### src/rtl/riscv_trace_buffer_pkg.sv
// Shared debug definitions for the commit-trace buffer: FSM state codes,
// trigger mode codes and the width of one stored trace entry.
package riscv_dbg_pkg;

  // Capture FSM state encoding, also visible on the state output
  localparam logic [1:0] ST_IDLE  = 2'd0;
  localparam logic [1:0] ST_ARMED = 2'd1;
  localparam logic [1:0] ST_POST  = 2'd2;
  localparam logic [1:0] ST_DONE  = 2'd3;

  // Trigger condition encoding on trig_mode
  localparam logic [1:0] TRIG_IMMEDIATE = 2'd0;
  localparam logic [1:0] TRIG_PC        = 2'd1;
  localparam logic [1:0] TRIG_DATA      = 2'd2;
  localparam logic [1:0] TRIG_NEVER     = 2'd3;

  // One entry holds the 32-bit PC followed by the result word
  function automatic int entry_width(input int data_width);
    return 32 + data_width;
  endfunction

endpackage

### src/rtl/riscv_trace_buffer_if.sv
// Bundle of capture, trigger and readout signals of the trace buffer.
// The core/debug side uses the master view, the buffer uses the slave view.
interface riscv_trace_buffer_if #(
  parameter int DATA_WIDTH = 32,
  parameter int DEPTH      = 16
);
  import riscv_dbg_pkg::*;

  localparam int EW = entry_width(DATA_WIDTH);
  localparam int CW = $clog2(DEPTH) + 1;

  logic                  cap_valid;
  logic [31:0]           cap_pc;
  logic [DATA_WIDTH-1:0] cap_data;
  logic                  arm;
  logic [1:0]            trig_mode;
  logic [31:0]           trig_value;
  logic                  rd_en;
  logic [EW-1:0]         rd_data;
  logic                  rd_valid;
  logic [CW-1:0]         count;
  logic [1:0]            state;
  logic                  triggered;

  modport master (
    output cap_valid, cap_pc, cap_data, arm, trig_mode, trig_value, rd_en,
    input  rd_data, rd_valid, count, state, triggered
  );

  modport slave (
    input  cap_valid, cap_pc, cap_data, arm, trig_mode, trig_value, rd_en,
    output rd_data, rd_valid, count, state, triggered
  );

endinterface

### src/rtl/riscv_trace_buffer_ram.sv
// Trace storage: DEPTH x WIDTH array with synchronous write and registered
// read. No reset, so it maps onto plain RAM; the read register holds its
// value whenever no read is requested.
module trace_ram #(
  parameter int DEPTH = 16,
  parameter int WIDTH = 64,
  parameter int AW    = $clog2(DEPTH)
) (
  input  logic             clk,
  input  logic             wr_en,
  input  logic [AW-1:0]    wr_addr,
  input  logic [WIDTH-1:0] wr_data,
  input  logic             rd_en,
  input  logic [AW-1:0]    rd_addr,
  output logic [WIDTH-1:0] rd_data
);

  logic [WIDTH-1:0] mem [DEPTH];

  // Store a new entry at the write pointer
  always_ff @(posedge clk) begin
    if (wr_en) begin
      mem[wr_addr] <= wr_data;
    end
  end

  // Registered read, holding the last value between reads
  always_ff @(posedge clk) begin
    if (rd_en) begin
      rd_data <= mem[rd_addr];
    end
  end

endmodule

### src/rtl/riscv_trace_buffer.sv
// Commit-trace capture buffer. Retired instructions are written into a
// circular buffer while armed; a selectable trigger starts a post-trigger
// countdown, after which the buffer freezes and is read oldest-first.
module riscv_trace_buffer
  import riscv_dbg_pkg::*;
#(
  parameter int DATA_WIDTH = 32,
  parameter int DEPTH      = 16,
  parameter int POST_TRIG  = 8
) (
  input logic                CLK,
  input logic                RST,
  riscv_trace_buffer_if.slave bus
);

  localparam int EW = entry_width(DATA_WIDTH);
  localparam int AW = $clog2(DEPTH);
  localparam int CW = AW + 1;
  localparam logic [CW-1:0] FULL     = CW'(DEPTH);
  localparam logic [CW-1:0] POST_CNT = CW'(POST_TRIG);

  logic [1:0]    state_q,     state_d;
  logic [AW-1:0] wr_ptr_q,    wr_ptr_d;
  logic [AW-1:0] rd_ptr_q,    rd_ptr_d;
  logic [CW-1:0] count_q,     count_d;
  logic [CW-1:0] post_q,      post_d;
  logic          triggered_q, triggered_d;
  logic          rd_valid_q;
  logic          have_read_q;
  logic          trig_hit;
  logic          wr_en;
  logic          rd_accept;
  logic [EW-1:0] ram_q;

  // Trigger condition evaluated on the entry presented this cycle
  always_comb begin
    trig_hit = 1'b0;
    case (bus.trig_mode)
      TRIG_IMMEDIATE: trig_hit = 1'b1;
      TRIG_PC:        trig_hit = (bus.cap_pc == bus.trig_value);
      TRIG_DATA:      trig_hit = (bus.cap_data == DATA_WIDTH'(bus.trig_value));
      TRIG_NEVER:     trig_hit = 1'b0;
      default:        trig_hit = 1'b0;
    endcase
  end

  // Next-state logic: arm wins over everything, then capture or readout
  always_comb begin
    state_d     = state_q;
    wr_ptr_d    = wr_ptr_q;
    rd_ptr_d    = rd_ptr_q;
    count_d     = count_q;
    post_d      = post_q;
    triggered_d = triggered_q;
    wr_en       = 1'b0;
    rd_accept   = 1'b0;
    if (bus.arm) begin
      state_d     = ST_ARMED;
      wr_ptr_d    = '0;
      count_d     = '0;
      post_d      = '0;
      triggered_d = 1'b0;
    end else begin
      case (state_q)
        ST_ARMED, ST_POST: begin
          if (bus.cap_valid) begin
            wr_en    = 1'b1;
            wr_ptr_d = wr_ptr_q + AW'(1);
            if (count_q != FULL) begin
              count_d = count_q + CW'(1);
            end
            if (state_q == ST_ARMED) begin
              if (trig_hit) begin
                triggered_d = 1'b1;
                post_d      = POST_CNT;
                state_d     = (POST_TRIG == 0) ? ST_DONE : ST_POST;
              end
            end else begin
              post_d = post_q - CW'(1);
              if (post_q == CW'(1)) begin
                state_d = ST_DONE;
              end
            end
            // A full buffer wraps to rd_ptr == wr_ptr, the oldest slot
            if (state_d == ST_DONE) begin
              rd_ptr_d = wr_ptr_d - count_d[AW-1:0];
            end
          end
        end
        ST_DONE: begin
          if (bus.rd_en && (count_q != '0)) begin
            rd_accept = 1'b1;
            rd_ptr_d  = rd_ptr_q + AW'(1);
            count_d   = count_q - CW'(1);
          end
        end
        default: ;
      endcase
    end
  end

  // Register FSM, pointers and flags; reset aborts any capture or readout
  always_ff @(posedge CLK) begin
    if (!RST) begin
      state_q     <= ST_IDLE;
      wr_ptr_q    <= '0;
      rd_ptr_q    <= '0;
      count_q     <= '0;
      post_q      <= '0;
      triggered_q <= 1'b0;
      rd_valid_q  <= 1'b0;
      have_read_q <= 1'b0;
    end else begin
      state_q     <= state_d;
      wr_ptr_q    <= wr_ptr_d;
      rd_ptr_q    <= rd_ptr_d;
      count_q     <= count_d;
      post_q      <= post_d;
      triggered_q <= triggered_d;
      rd_valid_q  <= rd_accept;
      have_read_q <= have_read_q | rd_accept;
    end
  end

  trace_ram #(
    .DEPTH (DEPTH),
    .WIDTH (EW)
  ) u_ram (
    .clk     (CLK),
    .wr_en   (wr_en & RST),
    .wr_addr (wr_ptr_q),
    .wr_data ({bus.cap_pc, bus.cap_data}),
    .rd_en   (rd_accept & RST),
    .rd_addr (rd_ptr_q),
    .rd_data (ram_q)
  );

  // The RAM read register is not reset, so rd_data reads zero until the
  // first accepted read after reset
  assign bus.rd_data   = have_read_q ? ram_q : '0;
  assign bus.rd_valid  = rd_valid_q;
  assign bus.count     = count_q;
  assign bus.state     = state_q;
  assign bus.triggered = triggered_q;

endmodule

### src/flat_wrapper.sv
// flat-port wrapper written by rule: the top's interface ports become plain ports
module riscv_trace_buffer_flat import riscv_dbg_pkg::*;
#(
  parameter int DATA_WIDTH = 32,
  parameter int DEPTH      = 16,
  parameter int POST_TRIG  = 8
)
  (CLK, RST, bus_cap_valid, bus_cap_pc, bus_cap_data, bus_arm, bus_trig_mode, bus_trig_value, bus_rd_en, bus_rd_data, bus_rd_valid, bus_count, bus_state, bus_triggered);
  riscv_trace_buffer_if #(.DATA_WIDTH(DATA_WIDTH), .DEPTH(DEPTH)) bus_i ();
  input logic CLK;
  input logic RST;
  input wire logic [$bits(bus_i.cap_valid)-1:0] bus_cap_valid;
  input wire logic [$bits(bus_i.cap_pc)-1:0] bus_cap_pc;
  input wire logic [$bits(bus_i.cap_data)-1:0] bus_cap_data;
  input wire logic [$bits(bus_i.arm)-1:0] bus_arm;
  input wire logic [$bits(bus_i.trig_mode)-1:0] bus_trig_mode;
  input wire logic [$bits(bus_i.trig_value)-1:0] bus_trig_value;
  input wire logic [$bits(bus_i.rd_en)-1:0] bus_rd_en;
  output wire logic [$bits(bus_i.rd_data)-1:0] bus_rd_data;
  output wire logic [$bits(bus_i.rd_valid)-1:0] bus_rd_valid;
  output wire logic [$bits(bus_i.count)-1:0] bus_count;
  output wire logic [$bits(bus_i.state)-1:0] bus_state;
  output wire logic [$bits(bus_i.triggered)-1:0] bus_triggered;
  assign bus_i.cap_valid = bus_cap_valid;
  assign bus_i.cap_pc = bus_cap_pc;
  assign bus_i.cap_data = bus_cap_data;
  assign bus_i.arm = bus_arm;
  assign bus_i.trig_mode = bus_trig_mode;
  assign bus_i.trig_value = bus_trig_value;
  assign bus_i.rd_en = bus_rd_en;
  assign bus_rd_data = bus_i.rd_data;
  assign bus_rd_valid = bus_i.rd_valid;
  assign bus_count = bus_i.count;
  assign bus_state = bus_i.state;
  assign bus_triggered = bus_i.triggered;
  riscv_trace_buffer #(.DATA_WIDTH(DATA_WIDTH), .DEPTH(DEPTH), .POST_TRIG(POST_TRIG)) u_core (.CLK(CLK), .RST(RST), .bus(bus_i));
endmodule
### config.mk
export PLATFORM = sky130hd
export DESIGN_NAME = riscv_trace_buffer_flat
export DESIGN_NICKNAME = d
export VERILOG_FILES = /design/src/rtl/riscv_trace_buffer_pkg.sv /design/src/rtl/riscv_trace_buffer_if.sv /design/src/rtl/riscv_trace_buffer_ram.sv /design/src/rtl/riscv_trace_buffer.sv /design/src/flat_wrapper.sv
export SDC_FILE = /design/constraint.sdc
export NUM_CORES = 1
export LEC_CHECK = 0
export ABC_AREA = 1
export BUFFER_PORTS_ARGS = -buffer_cell sky130_fd_sc_hd__buf_2
export CORE_AREA = 2 2 442 444
export DETAILED_ROUTE_END_ITERATION = 10
export DIE_AREA = 0 0 444 446
export GPL_TIMING_DRIVEN = 0
export PLACE_DENSITY = 0.44
export SLEW_MARGIN = 20
export SYNTH_ARGS = -nofsm -noshare
export SYNTH_HDL_FRONTEND = slang
export SYNTH_SLANG_ARGS = --single-unit
### constraint.sdc
create_clock -name CLK -period 6.7 [get_ports CLK]
set_input_delay 0.67 -clock CLK [delete_from_list [all_inputs] [get_ports CLK]]
set_output_delay 0.67 -clock CLK [all_outputs]
set_load 0.1 [all_outputs]
==> flow_summary.toml, run 1 <==
[outcome]
status = "complete, no violations"

[critical_path]
end_kind = "flip-flop"
path_buf_inv = 5
worstSetupStartpointType = "flip-flop"
crit_path_top_delay_cell = "buf_2"
crit_path_max_incr_delay_ps = 710
path_cells = "buf_2, buf_2, buf_2, buf_2, clkbuf_1, nor2_1, o22ai_1, o211ai_1, nand2_1"
crit_type = "reg -> reg"
worstPathArrival_ps = 4940
crit_family = "buffers and inverters"
path_max_fanout = 12
path_common_cell = "buf_2"
critPathRequiredTime_ps = 7280

[yosys]
synth_area_leaders = "edfxtp_1 74%, o21ai_0 6.0%, nor2_1 4.8%"
yosysWarnings = 0
synth_fa_ha_area_share_pct = 0.498
synth-seq-cells = 1111
syn-num-nets = 3499
synthCells = 3379
ys_seq_area_share_pct = 74.9
synth-simple-area-share_pct = 8.69
ys_types = 40
synthXorXnorAreaFrac_pct = 0.356
synthesis.area_um2 = 44300
ys.flop_type = "edfxtp_1"
async_flop_share_pct = 0
synth-edff-count = 1088
yosysTopAreaCell = "edfxtp_1"
synth_top_family_by_area = "compound AO/OA/AOI/OAI gates"
synth_top_area_share_pct = 73.8
synthMuxAreaShare_pct = 0.0226
synth_compound_area_share_pct = 12.4
avgSynthCellArea_um2 = 13.1

[timing]
slew_headroom_pct = 27.8
fin_crit_sh_pct = 65.1
slew_viol_final = 0
max_freq_mhz = 229
finalSetupViolCount = 0
finClkSkew_ps = 23.0
finalHoldViolations = 0
worst_slew_pin_slew_ps = 1080
rsz0062_at_grt = "false"
fin_setup_tns_ps = 0
post-route-min-period_ps = 4360
whs_ps = 254

[power_and_ir_drop]
total_power_mw = 15.1
ir_drop_mv = 0.210
powerDensity_nw_per_um2 = 280
p_leak_nw = 18.0

[die]
die-area_um2 = 198000
rows = 162
core_um2 = 194000
initial_core_util_pct = 22.9
ioPinCount = 176
die_w_um = 444
die_h_um = 446

[route]
via_per_inst = 4.65
wl_mm = 166
drt_pass1_iterations = 5
post_drt_wl_per_cell_um = 26.0
drc_errors = 0
vias = 29700
ant_nets = 0
drt_iter0_drc = 2853

[cells_and_area]
layout_commonest_cell = "edfxtp_1"
layout_common_cells = "1,088 x edfxtp_1, 551 x nor2_1, 532 x o21ai_0"
layout-drive-gt1-share_pct = 12.7
syn2layout_area_growth_pct = 21.7
fin_nets = 3869
design_area_um2 = 53900

[global_routing]
grt_start_max_net_pins = 22
grt_overflow_total = 0
first_global_vias = 28900
grt_pass1_wl_mm = 229
antenna_found_initial = 25
grt_usage_pct = 16.4

[placed_design]
io_buffers = 175
hpwl_mm = 119
gp_congestion = 0.829
placed_area_um2 = 50200

[cts]
clockBufferDepth = 3
h-tree-depth = 3
clk_latency_ps = 750
clkTransAtPathRegs_ps = 60
root_buffer = "clkbuf_16"
numCtsBuffers = 118
ctsHoldBuffers = 0
cts.sinks = 1111
cts_tree = "yes"
cts_resized = 0
postCtsSetupBuffers = 0

[min_path]
holdCritPathClass = "in -> reg"

[flow_run]
cap_violations = 0
==> cells by family after synthesis <==
kind of cell    count (synthesis)
buf+inv                       358
simple gates                  976
flops                        1111
mux                             1
xor+xnor                       18
compound gates                898
fa+ha+maj                      17
==> power breakdown <==
group / internal (mW) / switching [mW] / total [mW]
clock network: 3.50 / 2.80 / 6.30
logic: 0.261 / 0.858 / 1.12
registers: 7.65 / 0.00801 / 7.66
total: 11.4 / 3.66 / 15.1
==> layout make-up <==
type | count | area (um2)
multi-input cells | 1910 | 9850
fillers | 19900 | 140000
flip-flops and latches | 1111 | 33100
clock buffers | 146 | 3100
inverters | 131 | 494
well taps | 2542 | 3180
plain buffers | 227 | 928
diodes | 7 | 17.5
repair buffers | 250 | 2660
clock inverters | 68 | 515
==> state kept, by name (all words and copies together) (netlist names) <==
signal	cells
u_core.u_ram.mem	1024
u_core.wr_ptr_q	4
u_core.have_read_q	1
u_core.bus.count	5
u_core.bus.state	2
u_core.bus.rd_valid	1
u_core.rd_ptr_q	4
u_core.post_q	5
u_core.u_ram.rd_data	64
u_core.bus.triggered	1
==> worst min-delay path: stages <==
cell     delay, ps
buf_2          160
nand2_1         80
nor2_1          30
==> layer usage <==
layer / wire, um / GRT usage, %
met5: 148 / 0
met3: 8180 / 2.29
met1: 70100 / 20.9
met4: 5350 / 5.55
met2: 82200 / 28.3
==> synthesized netlist by cell type (2+ instances only) <==
library cell  count
nor2_1          568
nand2_1         302
or2_2             3
buf_1            14
inv_1           127
ha_1             16
nand3b_1          5
edfxtp_1       1088
o221ai_1        178
nand4_1           2
buf_4             2
dfxtp_1          23
a31oi_1           2
o211ai_1         81
inv_2             3
o22ai_1          78
buf_2            15
o21ai_0         532
xnor2_1          10
a21oi_1          20
buf_6             4
xor2_1            8
nand2_2          10
clkbuf_1        192
nand3_1          81
==> through the flow <==
step	cells	util [%]	worst slack, ps
global placement	6096	25.0	-2940
CTS	6385	27.8	2240
finish	6392	27.8	2340
detailed placement	6171	26.0	2280
global route	6386	27.8	2150
floorplan	3379	-	1080
==> path summary, 6_finish.rpt <==
kind / from / to / slack, ps / depth (start not counted)
hold reg to reg: u_core.bus.triggered / u_core.bus.triggered / 470 / 1
setup / recovery: u_core.rd_ptr_q[0] / u_core.u_ram.rd_data[51] / 2340 / 9
setup reg to reg: u_core.rd_ptr_q[0] / u_core.u_ram.rd_data[51] / 2340 / 9
hold / removal: RST / u_core.rd_ptr_q[2] / 250 / 3
(Power assumes the default switching activity.)
==> run 2, diff against run 1 <==
Settings changed: ABC_AREA 1 to 0, CORE_AREA 2 2 442 444 to 2 2 436 438, DIE_AREA 0 0 444 446 to 0 0 438 440.
Clock period 6.7 ns to 4.4 ns, I/O delays scaled along.
==> run 2 against run 1 <==
Against the previous run:
- non-clock buffer count down 122
- sequential share of layout area rose by 1.4 points
- utilization is 0.081 points higher
- design area is 2.3% lower
- power is 43% higher
- global-route usage fell by 3.0 points
- combinational power shrank 40%
- clock power up 47%
==> flow_summary.toml, run 2 <==
[global_routing]
first_global_vias = 22200
grt_start_max_net_pins = 21
antenna_found_initial = 34
grt_usage_pct = 13.4
grt_pass1_wl_mm = 179
grt_overflow_total = 0

[cts]
root_buffer = "clkbuf_16"
cts.sinks = 1111
clk_latency_ps = 720
clockBufferDepth = 3
postCtsSetupBuffers = 0
cts_tree = "yes"
clkTransAtPathRegs_ps = 70
h-tree-depth = 3
numCtsBuffers = 113

[cells_and_area]
layout_commonest_cell = "edfxtp_1"
fill_cells = 18600
design_area_um2 = 52600
utilization_pct = 27.9
largest_reg_flops = 1024
instances_no_fill = 4842
layout_common_cells = "1,088 x edfxtp_1, 320 x mux4_2, 202 x buf_2"
syn2layout_area_growth_pct = 22.5
reg.largest.list = "u_core.u_ram.mem x1024, u_core.u_ram.rd_data x64"
regMostFlops = "u_core.u_ram.mem"
fin_nets = 2346
layout-drive-gt1-share_pct = 34.4

[critical_path]
critPathRequiredTime_ps = 5000
worstPathArrival_ps = 4550
crit_type = "in -> reg"
end_kind = "flip-flop"
path_max_fanout = 10
crit_path_max_incr_delay_ps = 820
r2r_end = "u_core.u_ram.rd_data[6]"
r2r_start = "u_core.rd_ptr_q[1]"
path_cells = "buf_2, inv_1, ha_1, buf_6, buf_12, mux2i_1, xnor2_1, nor4_2, and3_1, a31oi_1, o32a_1, o21a_1, dlygate4sd3_1"
worstSetupStartpointType = "primary input"
crit_start = "bus_trig_mode[0]"
rr_worst_depth = 5
reg2reg_slack_ps = 680
crit_path_top_delay_cell = "nor4_2"

[route]
ant_nets = 0
wl_mm = 130
drt_iter0_drc = 1628
via_per_inst = 4.25
drt_pass1_iterations = 7
post_drt_wl_per_cell_um = 26.9
vias = 20600
drc_errors = 0

[power_and_ir_drop]
powerDensity_nw_per_um2 = 410
ir_drop_mv = 0.314
total_power_mw = 21.6
p_leak_nw = 16.1

[die]
core_um2 = 189000
ioPinCount = 176
die_w_um = 438
die-area_um2 = 193000
rows = 160
initial_core_util_pct = 22.8
die_h_um = 440

[yosys]
ys_seq_area_share_pct = 77.1
async_flop_share_pct = 0
avgSynthCellArea_um2 = 23.3
yosysTopAreaCell = "edfxtp_1"
synth_commonest_cells = "1,088 x edfxtp_1, 320 x mux4_2, 66 x and2_1"
synth_top_area_share_pct = 76.1
ys.flop_type = "edfxtp_1"
synth.most_common_cell = "edfxtp_1"
ys_types = 45
synth-seq-cells = 1111
synth-edff-count = 1088
syn-num-nets = 1967
yosysWarnings = 0
synth_area_leaders = "edfxtp_1 76%, mux4_2 17%, dfxtp_1 1.1%"
synthCells = 1847
synthesis.area_um2 = 43000

[placed_design]
placed_area_um2 = 49000
io_buffers = 175
gp_congestion = 0.844
dp_cells = 4620
hpwl_mm = 92.4

[timing]
post-route-min-period_ps = 3950
finClkSkew_ps = 27.5
whs_ps = 116
rsz0062_at_grt = "false"
fin_crit_sh_pct = 89.8
max_freq_mhz = 253
finalHoldViolations = 0
slew_viol_final = 0
worst_slew_pin_slew_ps = 1120
finalSetupViolCount = 0
slew_headroom_pct = 23.3

[min_path]
worstHoldStart = "bus_cap_pc[6]"
hold_depth = 1
whs_endpoint = "u_core.u_ram.mem[12][38]"
holdCritPathClass = "in -> reg"

[outcome]
status = "complete, no violations"

[flow_run]
cap_violations = 0
[run 2: cell types whose count changed after synthesis, moves of 32 or more]
cell and change:
nand3_1 -73, o221ai_1 -178, mux2i_1 +32, o211ai_1 -81, o21ai_0 -519, nor2_1 -537
clkbuf_1 -137, o22ai_1 -77, nand2_1 -285, and2_1 +66, inv_1 -112, mux4_2 +320
[run 2: power breakdown]
| group | total (mW) | switching [mW] | internal [mW] |
|---|---|---|---|
| Clock | 9.29 | 4.09 | 5.20 |
| Combinational | 0.674 | 0.450 | 0.225 |
| Sequential | 11.6 | 0.00677 | 11.6 |
[run 2: worst max-delay path by stage]
stage,to
global placement,u_core.u_ram.mem[15][40]
CTS,u_core.bus.state[0]
global route,u_core.bus.state[0]
floorplan,u_core.u_ram.mem[12][0]
finish,u_core.bus.state[0]
detailed placement,u_core.post_q[4]
[run 2: logic make-up after synthesis]
| family | count (synthesis) | share of synthesized area [%] |
|---|---|---|
| AO/OA/AOI/OAI | 49 | 0.702 |
| XOR/XNOR | 43 | 0.877 |
| adder cells (fa/ha/maj) | 17 | 0.513 |
| buffers and inverters | 106 | 1.07 |
| flip-flops | 1111 | 77.1 |
| multiplexers | 353 | 17.5 |
| AND/OR/NAND/NOR | 168 | 2.18 |
[run 2: cell type report]
class | instances | area [um2] | area share [%]
clock inverters | 77 | 647 | 1.23
multi-input cells | 630 | 9520 | 18.1
flip-flops and latches | 1111 | 33100 | 62.9
diodes | 6 | 15.0 | 0.0285
clock buffers | 137 | 2920 | 5.54
plain buffers | 91 | 427 | 0.811
inverters | 15 | 56.3 | 0.107
well taps | 2511 | 3140 | 5.97
repair buffers | 264 | 2780 | 5.28
[run 2: through the flow]
stage	setup TNS, ps	worst slack, ps
6_report	0	448
5_1_grt	0	549
4_1_cts	0	488
3_5_place_dp	0	139
3_3_place_gp	-5006110	-5100
2_1_floorplan	-916140	-914
[run 2: worst max-delay path: cells and delay by family]
kind                     cells  cell delay, ps
AO/OA/AOI/OAI                3             690
XOR/XNOR                     1             160
adder cells (fa/ha/maj)      1             160
buffers and inverters        5            1020
multiplexers                 1             550
AND/OR/NAND/NOR              2            1490
[run 2: layer usage]
| layer | part of all wire (%) | vias to the layer above | routed length (um) | global-route usage (%) |
|---|---|---|---|---|
| met5 | 0.13 | - | 166 | 0 |
| met4 | 3.7 | 28 | 4790 | 5.39 |
| met3 | 4.0 | 212 | 5190 | 2.06 |
| met2 | 54 | 568 | 70300 | 24.8 |
| met1 | 38 | 11200 | 49600 | 15.3 |
| li1 | - | 8600 | - | - |
[run 2: repair_timing]
action	in CTS	in global routing
hold buffers	2	0
hold endpoints to repair	2	0
gates resized for setup	0	0
==> run 3, diff against run 2 <==
Settings changed: GPL_TIMING_DRIVEN 0 to default, PLACE_DENSITY 0.44 to 0.4.
==> run 3 against run 2 <==
Against the previous run:
- register-to-register slack better by 680 ps
- critical path depth down 6
- first-iteration DRC count rose by 0.49%
- worst hold slack improved by 7.2 ps
- design area fell by 2.5%
- via count is 2.9% lower
- combinational power is 7.7% lower
- utilization fell by 0.70 points
- global-route usage decreased by 0.63 points
- critical endpoint is now u_core.u_ram.mem[4][45]
- largest cell class unchanged
==> flow_summary.toml, run 3 (synthesis results as in run 2) <==
[route]
vias = 20000
drt_pass1_iterations = 7
drt_iter0_drc = 1636
ant_nets = 0
drc_errors = 0
wl_mm = 124
via_per_inst = 4.23
post_drt_wl_per_cell_um = 26.2

[cells_and_area]
register_area_um2 = 33200
utilization_pct = 27.2
multi_input_area_um2 = 9520
fin_nets = 2226
layout_common_cells = "1,088 x edfxtp_1, 320 x mux4_2, 175 x buf_2"
layout-drive-gt1-share_pct = 33.3
regMostFlops = "u_core.u_ram.mem"
syn2layout_area_growth_pct = 19.5
fill_cells = 18700
instances_no_fill = 4724
layout_commonest_cell = "edfxtp_1"
largest_reg_flops = 1024
reg.largest.list = "u_core.u_ram.mem x1024, u_core.u_ram.rd_data x64"

[cts]
cts.sinks = 1111
clkTransAtPathRegs_ps = 60
h-tree-depth = 3
root_buffer = "clkbuf_16"
clk_latency_ps = 730
postCtsSetupBuffers = 0
numCtsBuffers = 119
cts_tree = "yes"
clockBufferDepth = 3

[critical_path]
path_buf_inv = 2
crit_type = "reg -> reg"
crit_path_max_incr_delay_ps = 650
critPathRequiredTime_ps = 4810
path_cells = "inv_1, ha_1, nand2b_1, nor2_1, nand2_1, nor2_4, buf_12"
path_max_fanout = 19
worstPathArrival_ps = 3450
crit_family = "simple AND/OR/NAND/NOR gates"
worstSetupStartpointType = "flip-flop"
end_kind = "flip-flop"
crit_path_top_delay_cell = "nor2_4"

[die]
die_h_um = 440
ioPinCount = 176
die-area_um2 = 193000
initial_core_util_pct = 22.8
rows = 160
die_w_um = 438
core_um2 = 189000

[flow_run]
cap_violations = 0

[timing]
max_freq_mhz = 329
finalSetupViolCount = 0
worst_slew_pin_slew_ps = 960
rsz0062_at_grt = "false"
finClkSkew_ps = 23.8
fin_crit_sh_pct = 69.1
slew_viol_final = 0
post-route-min-period_ps = 3040
slew_headroom_pct = 36.0
finalHoldViolations = 0

[global_routing]
antenna_found_initial = 31
grt_usage_pct = 12.8
grt_start_max_net_pins = 76
grt_pass1_wl_mm = 173
grt_overflow_total = 0
first_global_vias = 21800

[placed_design]
dp_cells = 4494
hpwl_mm = 72.5
gp_congestion = 0.807
io_buffers = 175

[min_path]
holdCritPathClass = "in -> reg"

[power_and_ir_drop]
powerDensity_nw_per_um2 = 430
p_leak_nw = 15.4
ir_drop_mv = 0.340

[outcome]
status = "complete, no violations"
==> run 3: cell count changes in the layout (fill, tap and decap cells not counted), sizes merged <==
cell | previous run | this run
inv | 19 | 18
clkbuf | 195 | 145
bufinv | 8 | 11
clkinv | 63 | 54
buf | 295 | 227
diode | 6 | 9
clkinvlp | 2 | 6
==> run 3: stage by stage <==
stage	power, mW	instance area [um2]	setup WS (ps)	hold slack (ps)	TNS [ps]
2_1_floorplan	12.1	43000	-914	462	-916140
3_3_place_gp	12.5	47500	880	466	0
3_5_place_dp	12.5	47500	827	462	0
4_1_cts	22.4	51300	1160	44.4	0
5_1_grt	22.8	51300	1100	86.7	0
6_report	22.1	51300	1360	123	0
==> run 3: path summary, 6_finish.rpt <==
path	from	end	slack, ps	cells past startpoint
max	u_core.bus.state[1]	u_core.u_ram.mem[4][45]	1360	7
min	bus_cap_pc[2]	u_core.u_ram.mem[4][34]	120	1
max reg2reg	u_core.bus.state[1]	u_core.u_ram.mem[4][45]	1360	7
min reg2reg	u_core.bus.triggered	u_core.bus.triggered	460	2
==> run 3: timing repair <==
item                      CTS  global route
hold endpoints to repair    2             0
gates resized for setup     0             0
hold buffers                2             0
==> run 3: power breakdown <==
group | leakage (nW) | switching (mW) | internal [mW]
clock network | 1.84 | 4.16 | 5.66
logic | 3.63 | 0.405 | 0.217
registers | 9.97 | 0.0192 | 11.6
==> run 3: layer usage <==
layer  track usage, %  up-vias  routed length (um)
li1                 -     8349                   -
met1             15.3    11000               50100
met2             23.2      418               66000
met3             2.07      201                4450
met4             4.06       10                3150
met5                0        -                  63
==> run 3: final cells by class <==
cell class	instances	area share [%]
sequential	1111	64.6
clock inverter	74	1.37
inverter	15	0.110
timing repair buffer	229	3.14
antenna	9	0.0439
clock buffer	145	6.08
tap	2511	6.12
multi-input combinational	630	18.5
